===== src/rtl/parity_frame_receiver.sv =====
// Deserialises strobed start/data/parity/stop frames, checks parity, presents word on valid/ready.
// Latency: out_valid rises the cycle after the stop-bit strobe; a good frame arriving while the output is held is dropped with an overrun pulse.
module parity_frame_receiver #(
    parameter int DATA_W     = 8,
    parameter bit PARITY_ODD = 1'b0
) (
    input  logic              clk,
    input  logic              rst,
    input  logic              bit_en,
    input  logic              ser_in,
    output logic [DATA_W-1:0] data_out,
    output logic              par_err,
    output logic              out_valid,
    input  logic              out_ready,
    output logic              frame_err,
    output logic              overrun
);

    typedef enum logic [1:0] {IDLE, DATA, PARITY, STOP} state_t;

    localparam int CW = (DATA_W > 1) ? $clog2(DATA_W) : 1;
    localparam logic [CW-1:0] LAST = CW'(DATA_W - 1);

    state_t            state;
    state_t            state_nxt;
    logic [CW-1:0]     cnt;
    logic [DATA_W-1:0] shreg;
    logic [DATA_W-1:0] shreg_nxt;
    logic              acc;
    logic              perr_q;

    logic start_frm;
    logic shift_bit;
    logic latch_par;
    logic load_word;
    logic drop_word;
    logic bad_stop;

    // New bit enters at the MSB so the first-received bit lands in bit 0.
    assign shreg_nxt = DATA_W'({ser_in, shreg} >> 1);

    always_ff @(posedge clk) begin
        if (rst) state <= IDLE;
        else     state <= state_nxt;
    end

    always_comb begin
        state_nxt = state;
        if (bit_en) begin
            case (state)
                IDLE:    if (!ser_in) state_nxt = DATA;
                DATA:    if (cnt == LAST) state_nxt = PARITY;
                PARITY:  state_nxt = STOP;
                STOP:    state_nxt = IDLE;
                default: state_nxt = IDLE;
            endcase
        end
    end

    always_comb begin
        start_frm = 1'b0;
        shift_bit = 1'b0;
        latch_par = 1'b0;
        load_word = 1'b0;
        drop_word = 1'b0;
        bad_stop  = 1'b0;
        if (bit_en) begin
            case (state)
                IDLE:   start_frm = !ser_in;
                DATA:   shift_bit = 1'b1;
                PARITY: latch_par = 1'b1;
                STOP: begin
                    // The output register counts as free if it is being drained this very cycle.
                    if (!ser_in)                       bad_stop  = 1'b1;
                    else if (!out_valid || out_ready)  load_word = 1'b1;
                    else                               drop_word = 1'b1;
                end
                default: ;
            endcase
        end
    end

    always_ff @(posedge clk) begin
        if (rst) begin
            cnt       <= '0;
            shreg     <= '0;
            acc       <= 1'b0;
            perr_q    <= 1'b0;
            data_out  <= '0;
            par_err   <= 1'b0;
            out_valid <= 1'b0;
            frame_err <= 1'b0;
            overrun   <= 1'b0;
        end else begin
            frame_err <= bad_stop;
            overrun   <= drop_word;
            if (start_frm) begin
                cnt <= '0;
                acc <= 1'b0;
            end
            if (shift_bit) begin
                shreg <= shreg_nxt;
                acc   <= acc ^ ser_in;
                cnt   <= cnt + 1'b1;
            end
            if (latch_par) perr_q <= acc ^ ser_in ^ PARITY_ODD;
            if (load_word) begin
                data_out  <= shreg;
                par_err   <= perr_q;
                out_valid <= 1'b1;
            end else if (out_valid && out_ready) begin
                out_valid <= 1'b0;
            end
        end
    end

endmodule


===== config.mk =====
export PLATFORM = sky130hd
export DESIGN_NAME = parity_frame_receiver
export DESIGN_NICKNAME = d
export VERILOG_FILES = /design/src/rtl/parity_frame_receiver.sv
export SDC_FILE = /design/constraint.sdc
export NUM_CORES = 1
export LEC_CHECK = 0
export CAP_MARGIN = 20
export CORE_MARGIN = 2
export CORE_UTILIZATION = 53
export CTS_CLUSTER_DIAMETER = 40
export DETAILED_ROUTE_END_ITERATION = 8
export PLACE_DENSITY = 0.77
export SETUP_SLACK_MARGIN = 0.05
export SLEW_MARGIN = 20
export SYNTH_ARGS = -nofsm -noshare
export SYNTH_HDL_FRONTEND = slang
export SYNTH_SLANG_ARGS = --single-unit

===== constraint.sdc =====
create_clock -name clk -period 1.4 [get_ports clk]
set_clock_uncertainty 0.05 [all_clocks]
set_input_delay 0.14 -clock clk [delete_from_list [all_inputs] [get_ports clk]]
set_output_delay 0.14 -clock clk [all_outputs]
set_load 0.05 [all_outputs]

==> results of run 1 <==
[flip-flops by register name (all words and copies together) (netlist names)]
signal and count:
cnt 3, data_out 8, overrun 1, shreg 8, frame_err 1, out_valid 1, acc 1, perr_q 1
par_err 1, state 2
[metal layers]
| layer | track usage [%] | vias to the layer above |
|---|---|---|
| met1 | 22.8 | 442 |
| met2 | 35.0 | 12 |
| met3 | 2.54 | 4 |
| li1 | - | 471 |
| met4 | 7.69 | 0 |
| met5 | 0 | - |
[timing repair]
item	CTS	global route
resized for setup	6	5
hold endpoints to repair	0	0
pin swaps	1	1
setup buffers	0	3
setup endpoints to repair	10	14
[final cells by class]
cell class / instances / area share, %
clock inverters: 1 / 0.295
inverters: 2 / 0.442
well taps: 28 / 2.06
clock buffers: 3 / 1.33
repair buffers: 28 / 23.3
flip-flops and latches: 27 / 32.3
multi-input cells: 90 / 40.3
[worst paths after layout]
kind	startpoint	end	cells past startpoint
worst max-delay path	state[1]$_SDFFE_PP0P_	shreg[3]$_SDFFE_PP0P_	6
worst min-delay path	shreg[1]$_SDFFE_PP0P_	shreg[0]$_SDFFE_PP0P_	2
worst max register to register	state[1]$_SDFFE_PP0P_	shreg[3]$_SDFFE_PP0P_	6
worst min register to register	shreg[1]$_SDFFE_PP0P_	shreg[0]$_SDFFE_PP0P_	2
[kinds of logic (layout without fill, tap and decap cells)]
logic type	after synthesis	in the layout	synth area share, %
AOI/OAI and AO/OA	22	22	13.6
DFF	27	27	42.6
and+or+nand+nor	52	52	24.3
buffers and inverters	10	34	5.81
xor gates and xnor gates	1	1	0.690
muxes	9	9	7.09
adders and majority gates	6	6	5.91
[through the flow]
step / utilization [%] / area (um^2)
floorplan: - / 1270
global placement: 72.2 / 1610
detailed placement: 72.2 / 1610
CTS: 74.5 / 1660
global route: 76.0 / 1700
finish: 76.0 / 1700
[worst max-delay path: cells and delay by family, from the launching register on]
| family | cells | cell delay [ps] |
|---|---|---|
| flops | 1 | 350 |
| simple gates | 2 | 270 |
| buf+inv | 2 | 260 |
| fa+ha+maj | 1 | 200 |
| compound gates | 1 | 110 |
[where the power goes]
group,leakage [nW],switching [mW],internal [mW]
Sequential,0.220,0.00976,0.782
Clock,0.0177,0.222,0.107
Combinational,0.360,0.0957,0.0964
Total,0.597,0.327,0.985
[placed cells by master (no fill, tap or decap), types with 4 or more instances in the layout]
cell and instances:
buf_12 14, nand2_1 10, clkdlybuf4s50_1 4, nand2b_1 21, a21oi_1 4, buf_4 10, ha_1 4, nand2_2 8
dfxtp_1 23, a21oi_2 8, mux2i_1 9
==> results by group, run 1 <==
Status
  • Outcome: complete, no violations

STA
  • Max Freq: 770 MHz
  • Worst Tran Pin Value: 198 ps
  • Final Critical Period: 1300 ps
  • RSZ-0062 raised after global routing: true
  • Slew Limit Fails: 0
  • Slew headroom: 86.7%
  • Setup Viol. Count Final: 0
  • Post-route setup TNS: 0 ps
  • Final number of hold-violating endpoints: 0
  • Hold slack final: 436 ps
  • Setup slack after layout: 101 ps
  • Crit share post-route: 92.8%

Place
  • IO buf count: 16
  • Dpl hpwl: 1680 um
  • Placed cell count: 172
  • DP Worst Slack: -30.0 ps
  • Final Wtd Congestion: 0.744

Global route
  • Largest net degree at the start of global routing: 39
  • GR Overflow Total: 0
  • First-pass GRT wire length: 3980 um
  • Initial antenna violation count: 0
  • GRT Total Usage: 19.4%
  • Vias in the first global route: 960

Drt
  • Wire per inst: 12.8 um
  • WL met1: 1040 um
  • Vias post-DR: 929
  • DRT Pass-1 Iters: 4
  • Met2 wire length: 1170 um
  • DR DRC count: 0
  • Detailed Route Iter0 Violations: 8
  • Post-Route WL: 2300 um
  • Final ANT Viol Nets: 0
  • Met3 WL: 61 um
  • Via density per instance: 5.19
  • Top layer in use: met4

Finish
  • Final net count: 163
  • Seq. cell area: 548 um^2
  • Multi-input gate area: 684 um^2
  • Fin cells: 179
  • Area grow syn2layout: 33.7%
  • # diodes: 0
  • Fill count: 154
  • Layout cells sized above 1: 38.4%

Synthesis
  • #FFs+latches synth: 27
  • Post-synth ARST share: 0%
  • Post-Syn Area: 1270 um^2
  • Post-synth top area share: 42.6%
  • Most numerous cell in the Yosys netlist: dfxtp_1
  • Cell count after synthesis: 127
  • Register area share after synthesis: 42.6%
  • Syn. warnings: 0
  • Netlist cell types: 30
  • EDFF count, synth: 0
  • Post-synth top flop: dfxtp_1
  • Synth Area per Inst: 10.0 um^2
  • Area contributors post-synth: dfxtp_1 (43%), nand2b_1 (11%), mux2i_1 (7.1%), ha_1 (5.9%), a21oi_2 (5.5%)
  • Synthesized Nets: 138
  • Synth top cells by count: dfxtp_1 (27), nand2b_1 (22), nand2_1 (10)
  • Synth area leader: dfxtp_1

Floorplan
  • Starting Density: 56.9%
  • FP Rows: 17
  • Core Area: 2230 um^2
  • IO Pins: 17
  • Die Y: 53.0 um
  • Die area: 2800 um^2
  • Die Wd: 53.0 um

Critical path
  • Crit path largest cell delay: 350 ps
  • CP max stage cell: dfxtp_2
  • CP Data Arrival Time: 1510 ps
  • Reg2Reg Setup Slack: 100 ps
  • Critical-path cell list: inv_1 > ha_4 > and2_4 > buf_12 > nand2_2 > a21oi_2
  • Startpoint Class: flip-flop
  • Worst endpoint required time: 1620 ps
  • Critical path capture point type: flip-flop
  • Critical-path maximum fanout: 7
  • Critical path class: reg2reg

CTS
  • Clock Path Buffers: 2
  • CTS H-tree lvls: 1
  • CTS Root Buffer Type: clkbuf_4
  • Hold_buf cts: 0
  • Skew-Pair Late Insertion Delay: 320 ps
  • Clock sinks: 27
  • Clock transition at the registers of the reported paths: 140 ps
  • TritonCTS Buffers: 3
  • CTS tree: built

Run
  • Number of max-cap violations: 0

Min path
  • Worst hold-check path type: reg2reg

Pwr
  • P_leak: 0.597 nW
  • Max IR drop VDD: 0.000549 V
  • Pwr dens: 773 nW/um^2
  • Post-layout power: 1.31 mW
No activity file was read; power rests on OpenSTA's default activity.
==> run 2: changes to the inputs <==
CTS_CLUSTER_SIZE = 30   (was not set)
SKIP_LAST_GASP = 1   (was not set)
==> results of run 2 <==
No change in the layout: final DEF, timing and power equal those of run 1.
